===== config.mk =====
export PLATFORM = sky130hd
export DESIGN_NAME = dm_sb_arbiter
export DESIGN_NICKNAME = d
export VERILOG_FILES = /design/src/rtl/dm_sb_arbiter.sv
export SDC_FILE = /design/constraint.sdc
export NUM_CORES = 1
export LEC_CHECK = 0
export BUFFER_PORTS_ARGS = -buffer_cell sky130_fd_sc_hd__buf_2
export CORE_AREA = 4 4 110 112
export CTS_BUF_LIST = sky130_fd_sc_hd__clkbuf_4 sky130_fd_sc_hd__clkbuf_8
export DETAILED_ROUTE_END_ITERATION = 8
export DIE_AREA = 0 0 114 116
export GPL_ROUTABILITY_DRIVEN = 0
export HOLD_SLACK_MARGIN = 0.08
export PLACE_DENSITY = 0.61
export SYNTH_ARGS = -nofsm -noshare
export SYNTH_HDL_FRONTEND = slang
export SYNTH_SLANG_ARGS = --single-unit

===== constraint.sdc =====
create_clock -name clk_i -period 4 [get_ports clk_i]
set_clock_uncertainty 0.2 [all_clocks]
set_input_delay 0.8 -clock clk_i [delete_from_list [all_inputs] [get_ports clk_i]]
set_output_delay 0.8 -clock clk_i [all_outputs]
set_load 0.05 [all_outputs]

===== src/rtl/dm_sb_arbiter.sv =====
// Round-robin arbiter sharing the debug module's system-bus master port; one transaction in flight.
// Latency: 0 cycles request-to-master_req, grant and response passed through combinationally.
// Backpressure: requesters hold req/payload until gnt; a hung bus is turned into an error response.
module dm_sb_arbiter #(
  parameter int unsigned BusWidth      = 32,
  parameter int unsigned NrReq         = 2,
  parameter int unsigned TimeoutCycles = 1024
) (
  input  logic                               clk_i,
  input  logic                               rst_ni,
  input  logic                               dmactive_i,
  input  logic [NrReq-1:0]                   req_i,
  input  logic [NrReq-1:0][BusWidth-1:0]     add_i,
  input  logic [NrReq-1:0]                   we_i,
  input  logic [NrReq-1:0][BusWidth-1:0]     wdata_i,
  input  logic [NrReq-1:0][BusWidth/8-1:0]   be_i,
  output logic [NrReq-1:0]                   gnt_o,
  output logic [NrReq-1:0]                   r_valid_o,
  output logic [NrReq-1:0]                   r_err_o,
  output logic [BusWidth-1:0]                r_rdata_o,
  output logic                               master_req_o,
  output logic [BusWidth-1:0]                master_add_o,
  output logic                               master_we_o,
  output logic [BusWidth-1:0]                master_wdata_o,
  output logic [BusWidth/8-1:0]              master_be_o,
  input  logic                               master_gnt_i,
  input  logic                               master_r_valid_i,
  input  logic [BusWidth-1:0]                master_r_rdata_i,
  output logic                               busy_o
);

  localparam int unsigned RrW   = $clog2(NrReq);
  localparam int unsigned CntW  = (TimeoutCycles > 1) ? $clog2(TimeoutCycles) : 1;
  localparam int unsigned TLast = (TimeoutCycles > 0) ? TimeoutCycles - 1 : 0;

  typedef enum logic [1:0] {Idle, ReqHold, WaitResp} state_e;

  state_e          state_q, state_d;
  logic [RrW-1:0]  owner_q, owner_d;
  logic [RrW-1:0]  rr_q, rr_d;
  logic [CntW-1:0] cnt_q, cnt_d;
  logic [RrW-1:0]  winner;
  logic [RrW-1:0]  sel;
  logic            any_req;
  int unsigned     idx;

  // Next round-robin pointer; explicit wrap so non-power-of-2 NrReq works.
  function automatic logic [RrW-1:0] rr_inc(input logic [RrW-1:0] v);
    if (int'(v) == int'(NrReq) - 1) return '0;
    else return v + RrW'(1);
  endfunction

  // Pick the first asserted request scanning upward from rr_q, wrapping.
  always_comb begin
    any_req = 1'b0;
    winner  = '0;
    idx     = 0;
    for (int unsigned i = 0; i < NrReq; i++) begin
      idx = int'(rr_q) + i;
      if (idx >= NrReq) idx = idx - NrReq;
      if (!any_req && req_i[RrW'(idx)]) begin
        any_req = 1'b1;
        winner  = RrW'(idx);
      end
    end
  end

  // State, owner, priority pointer and timeout counter registers.
  always_ff @(posedge clk_i or negedge rst_ni) begin
    if (!rst_ni) begin
      state_q <= Idle;
      owner_q <= '0;
      rr_q    <= '0;
      cnt_q   <= '0;
    end else begin
      state_q <= state_d;
      owner_q <= owner_d;
      rr_q    <= rr_d;
      cnt_q   <= cnt_d;
    end
  end

  // Next-state logic plus grant/response routing back to the owning requester.
  always_comb begin
    state_d      = state_q;
    owner_d      = owner_q;
    rr_d         = rr_q;
    cnt_d        = cnt_q;
    sel          = owner_q;
    master_req_o = 1'b0;
    gnt_o        = '0;
    r_valid_o    = '0;
    r_err_o      = '0;
    r_rdata_o    = master_r_rdata_i;

    unique case (state_q)
      Idle: begin
        if (any_req) begin
          master_req_o = 1'b1;
          sel          = winner;
          owner_d      = winner;
          if (master_gnt_i) begin
            gnt_o[winner] = 1'b1;
            rr_d          = rr_inc(winner);
            cnt_d         = '0;
            state_d       = WaitResp;
          end else begin
            state_d = ReqHold;
          end
        end
      end
      ReqHold: begin
        // Payload stays pinned to the owner until the bus accepts it.
        master_req_o = 1'b1;
        if (master_gnt_i) begin
          gnt_o[owner_q] = 1'b1;
          rr_d           = rr_inc(owner_q);
          cnt_d          = '0;
          state_d        = WaitResp;
        end
      end
      WaitResp: begin
        if (master_r_valid_i) begin
          r_valid_o[owner_q] = 1'b1;
          state_d            = Idle;
        end else if (TimeoutCycles > 0 && cnt_q == CntW'(TLast)) begin
          r_valid_o[owner_q] = 1'b1;
          r_err_o[owner_q]   = 1'b1;
          r_rdata_o          = '0;
          state_d            = Idle;
        end else begin
          cnt_d = cnt_q + CntW'(1);
        end
      end
      default: state_d = Idle;
    endcase

    // Handshake outputs are quiet during hard reset and soft clear.
    if (!rst_ni || !dmactive_i) begin
      master_req_o = 1'b0;
      gnt_o        = '0;
      r_valid_o    = '0;
      r_err_o      = '0;
      r_rdata_o    = master_r_rdata_i;
    end
    if (!dmactive_i) begin
      state_d = Idle;
      owner_d = '0;
      rr_d    = '0;
      cnt_d   = '0;
    end
  end

  // Master payload follows the selected requester only while a request is presented.
  always_comb begin
    master_add_o   = '0;
    master_we_o    = 1'b0;
    master_wdata_o = '0;
    master_be_o    = '0;
    if (master_req_o) begin
      master_add_o   = add_i[sel];
      master_we_o    = we_i[sel];
      master_wdata_o = wdata_i[sel];
      master_be_o    = be_i[sel];
    end
  end

  assign busy_o = (state_q != Idle);

endmodule

==> reports/results.ini, run 1 <==
[logic_synthesis]
synth_area_leader_cell = nand2_1
ys_seq_elements = 14
syn_avg_cell_area_um2 = 5.79
yosysWarnings = 0
netlist_area_um2 = 2120
yosys-top-cells-area = nand2_1 26%, a21oi_1 17%, dfrtp_1 16%
synthArstFlopShare_pct = 100
syn-instance-count = 367
synth_top_area_share_pct = 25.6
synthFlopType = dfrtp_1
syn_nets = 545
yosys.cell_types.count = 41
yosysSeqAreaShare_pct = 16.5
synth-edff-count = 0

[power_and_ir_drop]
leakage_nw = 2.24
p_per_area_nw_per_um2 = 223
peakVddDrop_uv = 91.9

[route]
routed_wl_mm = 10.2
drc = 0
antenna_left = 0
drt_iter0_markers = 145
drtPass1Iterations = 4
route.vias.total = 3451
via_per_inst = 4.43
wire_per_inst_um = 13.1

[timing]
finalSetupViolCount = 0
setup_slack_ns = 0.490
tightest_slew_ns = 0.624
fin_crit_sh_pct = 87.8
whs_ns = 0.226
relSlewSlack_pct = 57.3
post-route-min-period_ns = 3.51
slew_violations = 0
hold_viol = 0
fin_setup_tns_ns = 0
fmax_mhz = 285
rsz0062_at_grt = false

[job]
cap_violations = 0

[worst_setup_path]
critPathMaxFanout = 42
cp_cell_sequence = buf_2, or3b_1, a32oi_4, buf_4, nand2_1, a21oi_1, buf_2
cp-start-kind = input port
crit_arrival_ns = 2.51
slowest_stage = or3b_1
endpoint_kind = output port
crit_top_cell = buf_2
cp_slowest_stage_delay_ns = 0.41
critPathKind = input port to output port
cp.required_ns = 3.00

[outcome]
status = finished, final reports clean

[floorplanning]
core.rowCount = 39
die_height_um = 116
die_x_um = 114
start_util_pct = 18.9
dieArea_um2 = 13200
io_pins = 286
core_um2 = 11200

[cells_and_area]
syn_to_final_growth_pct = 75.3
final_common_cell = buf_2
final_cell_mix = 285 x buf_2, 144 x nand2_1, 74 x a21oi_1, 34 x nor2b_1, 14 x dfrtp_1
antennaDiodeCount = 0
fin_nets = 815
drive_above_1_share_pct = 47.5
utilization_pct = 33.2
fin_cells = 779

[placed_design]
portBuffers = 285
hpwlAfterDp_mm = 8.30
dp.cells = 775
place_ws_ns = 0.467

[clocking]
clkTransAtPathRegs_ns = 0.06
cts_resized = 0
numCtsBuffers = 3
cts_sinks = 14
post_cts_buffers = 0
cts_hold_buf = 0
cts_tree = yes
htree_levels = 1
clock_path_buffers = 2
worstSkewPairLatency_ns = 0.25
cts-root-buf = clkbuf_8

[global_routing]
grt.total_usage_pct = 13.0
first_global_vias = 3062
grt_max_degree = 71
antenna_found_initial = 0
grt_overflow = 0
grt_first_pass_wirelength_mm = 14.3

[worst_hold_path]
hp-class = input port to asynchronous set/reset pin

-- cell type report --
type,count,area (µm²)
flip-flops and latches,14,350
inverters,5,18.8
well taps,143,179
fillers,1253,7500
multi-input cells,320,1620
repair buffers,293,1500
clock buffers,4,55.1
-- final timing paths --
path,from,slack (ns),cells after the start,to
min reg2reg,cnt_q[8]$_DFFE_PN0P_,0.34,1,cnt_q[8]$_DFFE_PN0P_
max,req_i[0],0.49,7,master_be_o[1]
min in group clk_i,cnt_q[8]$_DFFE_PN0P_,0.34,1,cnt_q[8]$_DFFE_PN0P_
max reg2reg,cnt_q[0]$_DFFE_PN0P_,1.69,5,cnt_q[5]$_DFFE_PN0P_
min,rst_ni,0.23,1,cnt_q[6]$_DFFE_PN0P_
max in group asynchronous,rst_ni,2.97,2,cnt_q[4]$_DFFE_PN0P_
-- where the power goes --
| part | switching, mW | total, mW | internal [mW] |
|---|---|---|---|
| logic | 0.372 | 0.535 | 0.164 |
| clock network | 0.0557 | 0.143 | 0.0874 |
| registers | 0.00683 | 0.152 | 0.145 |
| total | 0.434 | 0.830 | 0.396 |
-- flip-flops by register name, summed over array words and instances (netlist names) --
register / cells
rr_q: 1
cnt_q: 10
state_q: 2
owner_q: 1
-- cells by family after synthesis --
kind of cell               share of synthesized area, %
DFF                                                16.5
muxes                                              1.00
adders and majority gates                         0.589
buffers and inverters                              7.37
AOI/OAI and AO/OA                                  26.2
and+or+nand+nor                                    48.3
-- cells in the mapped netlist (2+ instances only) --
cell,instances
nand2_1,145
a21oi_1,74
nor2b_1,34
buf_2,14
dfrtp_1,14
clkbuf_1,12
nor2_1,11
and3_1,6
inv_1,5
a211o_1,3
and2_1,3
nand4_1,3
nor3_1,3
o21ai_0,3
a221o_1,2
a22o_1,2
a31oi_1,2
and4_1,2
and4b_1,2
buf_6,2
nand2b_1,2
nand3_1,2
nand3b_1,2
nor4b_1,2
-- through the flow --
| step | instance area (µm²) | power (mW) |
|---|---|---|
| 2_1_floorplan | 2120 | 0.520 |
| 3_3_place_gp | 3670 | 0.694 |
| 3_5_place_dp | 3670 | 0.693 |
| 4_1_cts | 3720 | 0.838 |
| 5_1_grt | 3720 | 0.885 |
| 6_report | 3720 | 0.830 |
-- critical path, delay by kind of cell --
kind            cells  cell delay (ns)
compound gates      2             0.38
simple gates        2             0.51
buf+inv             3             0.80
-- metal layers --
layer  part of all wire (%)  global-route usage [%]  wire length, µm  up-vias
li1                       -                       -                -     1770
met1                     39                    16.5             4010     1474
met4                   0.62                    2.61               63        0
met2                     51                    23.8             5180      203
met5                      0                       0                0        -
met3                    9.7                    1.46              991        4
Power figures use the tool's default switching activity.
==> inputs of run 2 (changes only) <==
--- a/config.mk
+++ b/config.mk
@@ -13,6 +13,7 @@
 export GPL_ROUTABILITY_DRIVEN = 0
 export HOLD_SLACK_MARGIN = 0.08
 export PLACE_DENSITY = 0.61
+export REMOVE_ABC_BUFFERS = 1
 export SYNTH_ARGS = -nofsm -noshare
 export SYNTH_HDL_FRONTEND = slang
 export SYNTH_SLANG_ARGS = --single-unit
==> reports/results.ini, run 2 (synthesized netlist as in run 1, its figures left out) <==
[placed_design]
place_ws_ns = 0.431  ; was 0.467 ns
hpwlAfterDp_mm = 9.00  ; was 8.30 mm
place_area_um2 = 3700  ; was 3670 µm²
dp.cells = 776  ; was 775
portBuffers = 285  ; unchanged

[worst_hold_path]
hp-class = flop to flop  ; was input port to asynchronous set/reset pin

[clocking]
cts-root-buf = clkbuf_8  ; unchanged
cts_hold_buf = 0  ; unchanged
cts_sinks = 14  ; unchanged
clkTransAtPathRegs_ns = 0.06  ; about the same
clock_path_buffers = 2  ; unchanged
cts_tree = yes  ; unchanged
worstSkewPairLatency_ns = 0.25  ; about the same
cts_resized = 0  ; unchanged
htree_levels = 1  ; unchanged
numCtsBuffers = 3  ; unchanged
post_cts_buffers = 0  ; unchanged

[timing]
fin_setup_tns_ns = 0  ; unchanged
post-route-min-period_ns = 3.57  ; was 3.51 ns
whs_ns = 0.344  ; was 0.226 ns
fin_crit_sh_pct = 89.2  ; was 87.8%
fmax_mhz = 280  ; was 285 MHz
hold_viol = 0  ; unchanged
setup_slack_ns = 0.431  ; was 0.490 ns
relSlewSlack_pct = 53.8  ; was 57.3%
finalSetupViolCount = 0  ; unchanged
rsz0062_at_grt = false  ; unchanged
tightest_slew_ns = 0.693  ; was 0.624 ns
slew_violations = 0  ; unchanged

[floorplanning]
io_pins = 286  ; unchanged
core.rowCount = 39  ; unchanged
die_x_um = 114  ; unchanged
core_um2 = 11200  ; unchanged
start_util_pct = 18.9  ; unchanged
die_height_um = 116  ; unchanged
dieArea_um2 = 13200  ; unchanged

[route]
via_per_inst = 4.46  ; was 4.43
wire_per_inst_um = 13.9  ; was 13.1 µm
drc = 0  ; unchanged
drt_iter0_markers = 186  ; was 145
antenna_left = 0  ; unchanged
drtPass1Iterations = 4  ; unchanged
route.vias.total = 3482  ; was 3451
routed_wl_mm = 10.8  ; was 10.2 mm

[global_routing]
grt.total_usage_pct = 14.3  ; was 13.0%
grt_overflow = 0  ; unchanged
grt_max_degree = 70  ; was 71
use_met2_pct = 24.6  ; was 23.8%
grt_first_pass_wirelength_mm = 15.5  ; was 14.3 mm
use_met1_pct = 18.4  ; was 16.5%
gr-usage-met3_pct = 2.82  ; was 1.46%
antenna_found_initial = 0  ; unchanged
first_global_vias = 3145  ; was 3062
busiest_layer = met2  ; unchanged

[power_and_ir_drop]
total_power_mw = 0.838  ; was 0.830 mW
leakage_nw = 2.25  ; was 2.24 nW
p_per_area_nw_per_um2 = 223  ; about the same
peakVddDrop_uv = 172  ; was 91.9 µV

[worst_setup_path]
endpoint_kind = output port  ; unchanged
critPathKind = input port to output port  ; unchanged
crit_arrival_ns = 2.57  ; was 2.51 ns
cp-start-kind = input port  ; unchanged
cp.required_ns = 3.00  ; about the same
critPathMaxFanout = 22  ; was 42

[cells_and_area]
final_cell_mix = 285 x buf_2, 144 x nand2_1, 74 x a21oi_1, 34 x nor2b_1, 14 x dfrtp_1  ; unchanged
fin_nets = 816  ; was 815
syn_to_final_growth_pct = 77.0  ; was 75.3%
largest_register_ffs = 10  ; unchanged
regMostFlops = cnt_q  ; unchanged
fin_cells = 781  ; was 779
drive_above_1_share_pct = 47.6  ; was 47.5%
utilization_pct = 33.5  ; was 33.2%
final_common_cell = buf_2  ; unchanged
reg_top3 = cnt_q x10, state_q x2  ; unchanged
design_area_um2 = 3760  ; was 3720 µm²

[job]
cap_violations = 0  ; unchanged

[outcome]
status = finished, final reports clean  ; unchanged

-- run 2: cell types whose count changed in the layout (fill, tap and decap cells not counted), sizes merged --
| cell | change |
|---|---|
| buf | +1 |
| diode | +1 |
-- run 2: area by class of cell --
cell class                      instances  area [µm²]
Fill cell                            1270        7470
Multi-Input combinational cell        320        1620
Timing Repair Buffer                  294        1530
Sequential cell                        14         350
Tap cell                              143         179
Clock buffer                            4        55.1
Inverter                                5        18.8
Antenna cell                            1        2.50
-- run 2: worst paths after layout --
check	from	end	slack, ns	cells after the start
max	req_i[1]	master_add_o[7]	0.43	7
min	cnt_q[8]$_DFFE_PN0P_	cnt_q[8]$_DFFE_PN0P_	0.34	1
max reg2reg	cnt_q[0]$_DFFE_PN0P_	cnt_q[5]$_DFFE_PN0P_	1.67	5
min reg2reg	cnt_q[8]$_DFFE_PN0P_	cnt_q[8]$_DFFE_PN0P_	0.34	1
max in group asynchronous	rst_ni	rr_q$_DFFE_PN0P_	3.06	2
min in group asynchronous	rst_ni	cnt_q[2]$_DFFE_PN0P_	0.35	2
-- run 2: critical path, stage by stage --
cell	delay, ns
buf_2	0.14
nor3_1	0.09
nor3b_1	0.36
nand2_2	0.39
buf_4	0.29
a21oi_1	0.18
buf_2	0.30
-- run 2: routing by layer --
layer / vias up / share of wire [%]
li1: 1773 / -
met1: 1483 / 39
met2: 213 / 49
met3: 13 / 10
met4: 0 / 1.7
met5: - / 0
-- run 2: power by group --
group | leakage [nW] | switching, mW | internal (mW)
Sequential | 0.193 | 0.00678 | 0.145
Combinational | 2.03 | 0.374 | 0.170
Clock | 0.0288 | 0.0540 | 0.0873
==> inputs of run 3 (changes only) <==
--- a/config.mk
+++ b/config.mk
@@ -11,9 +11,12 @@
 export DETAILED_ROUTE_END_ITERATION = 8
 export DIE_AREA = 0 0 114 116
 export GPL_ROUTABILITY_DRIVEN = 0
+export GPL_TIMING_DRIVEN = 0
 export HOLD_SLACK_MARGIN = 0.08
 export PLACE_DENSITY = 0.61
+export RECOVER_POWER = 100
 export REMOVE_ABC_BUFFERS = 1
+export SLEW_MARGIN = 10
 export SYNTH_ARGS = -nofsm -noshare
 export SYNTH_HDL_FRONTEND = slang
 export SYNTH_SLANG_ARGS = --single-unit
==> reports/results.ini, run 3 (synthesized netlist as in run 1, its figures left out) <==
[worst_setup_path]
cp-start-kind = input port  ; unchanged
critPathKind = input port to output port  ; unchanged
crit_arrival_ns = 2.81  ; was 2.57 ns
crit_end = master_wdata_o[8]  ; was master_add_o[7]
endpoint_kind = output port  ; unchanged
cp.required_ns = 3.00  ; about the same
rrSetupSlack_ns = 1.53  ; was 1.67 ns
r2r_end = cnt_q[3]$_DFFE_PN0P_  ; was cnt_q[5]$_DFFE_PN0P_
critPathMaxFanout = 70  ; was 22
cp-startpoint = req_i[1]  ; unchanged
r2r-start = cnt_q[0]$_DFFE_PN0P_  ; unchanged
r2r_cells = 5  ; unchanged

[cells_and_area]
final_common_cell = buf_2  ; unchanged
final_cell_mix = 179 x buf_2, 144 x nand2_1, 98 x clkbuf_2, 74 x a21oi_1, 34 x nor2b_1  ; was 285 x buf_2, 144 x nand2_1, 74 x a21oi_1, 34 x nor2b_1, 14 x dfrtp_1
utilization_pct = 33.1  ; was 33.5%
fillers = 1266  ; was 1270
syn_to_final_growth_pct = 75.1  ; was 77.0%
largest_register_ffs = 10  ; unchanged
antennaDiodeCount = 0  ; was 1
fin_nets = 810  ; was 816
regMostFlops = cnt_q  ; unchanged
reg_top3 = cnt_q x10, state_q x2  ; unchanged
drive_above_1_share_pct = 45.8  ; was 47.6%

[power_and_ir_drop]
total_power_mw = 0.836  ; was 0.838 mW
p_per_area_nw_per_um2 = 225  ; was 223 nW/µm²
peakVddDrop_uv = 131  ; was 172 µV
leakage_nw = 2.15  ; was 2.25 nW

[timing]
fmax_mhz = 263  ; was 280 MHz
relSlewSlack_pct = 34.4  ; was 53.8%
setup_slack_ns = 0.191  ; was 0.431 ns
post-route-min-period_ns = 3.81  ; was 3.57 ns
slew_violations = 0  ; unchanged
rsz0062_at_grt = false  ; unchanged
fin_crit_sh_pct = 95.2  ; was 89.2%
finalSetupViolCount = 0  ; unchanged
whs_ns = 0.283  ; was 0.344 ns
fin_setup_tns_ns = 0  ; unchanged
hold_viol = 0  ; unchanged
tightest_slew_ns = 0.984  ; was 0.693 ns

[clocking]
cts_sinks = 14  ; unchanged
worstSkewPairLatency_ns = 0.25  ; about the same
cts-root-buf = clkbuf_8  ; unchanged
cts_resized = 0  ; unchanged
numCtsBuffers = 3  ; unchanged
cts_tree = yes  ; unchanged
htree_levels = 1  ; unchanged
clkTransAtPathRegs_ns = 0.06  ; about the same
clock_path_buffers = 2  ; unchanged

[floorplanning]
dieArea_um2 = 13200  ; unchanged
die_x_um = 114  ; unchanged
core_um2 = 11200  ; unchanged
die_height_um = 116  ; unchanged
core.rowCount = 39  ; unchanged
io_pins = 286  ; unchanged
start_util_pct = 18.9  ; unchanged

[global_routing]
first_global_vias = 2972  ; was 3145
grt_max_degree = 71  ; was 70
grt_overflow = 0  ; unchanged
grt_first_pass_wirelength_mm = 14.5  ; was 15.5 mm
grt.total_usage_pct = 13.4  ; was 14.3%
antenna_found_initial = 1  ; was 0

[placed_design]
portBuffers = 285  ; unchanged
hpwlAfterDp_mm = 8.69  ; was 9.00 mm
place_ws_ns = -0.0212  ; was 0.431 ns

[route]
drc = 0  ; unchanged
drt_iter0_markers = 187  ; was 186
antenna_left = 0  ; unchanged
drtPass1Iterations = 4  ; unchanged
routed_wl_mm = 10.6  ; was 10.8 mm
wire_per_inst_um = 13.7  ; was 13.9 µm
route.vias.total = 3441  ; was 3482
via_per_inst = 4.45  ; was 4.46

[outcome]
status = finished, final reports clean  ; unchanged

[job]
cap_violations = 0  ; unchanged

[worst_hold_path]
hp-class = input port to asynchronous set/reset pin  ; was flop to flop

-- run 3: final cells by class --
| cell class | count | area (µm²) | area share (%) |
|---|---|---|---|
| multi-input combinational | 320 | 1640 | 44.0 |
| clock buffer | 4 | 55.1 | 1.48 |
| timing repair buffer | 288 | 1480 | 39.8 |
| inverter | 5 | 18.8 | 0.505 |
| tap | 143 | 179 | 4.81 |
| sequential | 14 | 350 | 9.42 |
-- run 3: worst max-delay path: stages --
cell,delay (ns)
buf_2,0.15
nor3_1,0.10
nor3b_1,0.43
nand2_4,0.50
a21oi_1,0.43
buf_2,0.33
-- run 3: where the power goes --
part           internal [mW]  switching, mW
Sequential             0.145        0.00655
Combinational          0.168          0.377
Clock                 0.0873         0.0522
Total                  0.400          0.436
-- run 3: repair_timing --
item	4_1_cts	5_1_grt
pin swaps	1	1
setup buffers	1	0
hold buffers	0	0
endpoints found under the setup margin	2	2
-- run 3: per-layer routing --
metal / track usage, % / share of wire [%] / up-vias
met3: 2.82 / 10 / 13
met2: 23.7 / 49 / 189
met5: 0 / 0.12 / -
met4: 2.69 / 1.1 / 2
li1: - / - / 1758
met1: 16.8 / 39 / 1479
-- run 3: how the worst min path moves through the flow --
stage / startpoint / endpoint / cells past startpoint
CTS: rst_ni / cnt_q[4]$_DFFE_PN0P_ / 1
global route: rst_ni / cnt_q[4]$_DFFE_PN0P_ / 1
finish: rst_ni / cnt_q[4]$_DFFE_PN0P_ / 1
global placement: cnt_q[8]$_DFFE_PN0P_ / cnt_q[8]$_DFFE_PN0P_ / 1
detailed placement: cnt_q[8]$_DFFE_PN0P_ / cnt_q[8]$_DFFE_PN0P_ / 1
floorplan: cnt_q[8]$_DFFE_PN0P_ / cnt_q[8]$_DFFE_PN0P_ / 1
-- run 3: metrics by stage --
stage	area, µm²	instances
finish	3720	774
global route	3720	774
CTS	3730	774
detailed placement	3660	769
global placement	3590	767
floorplan	1990	339
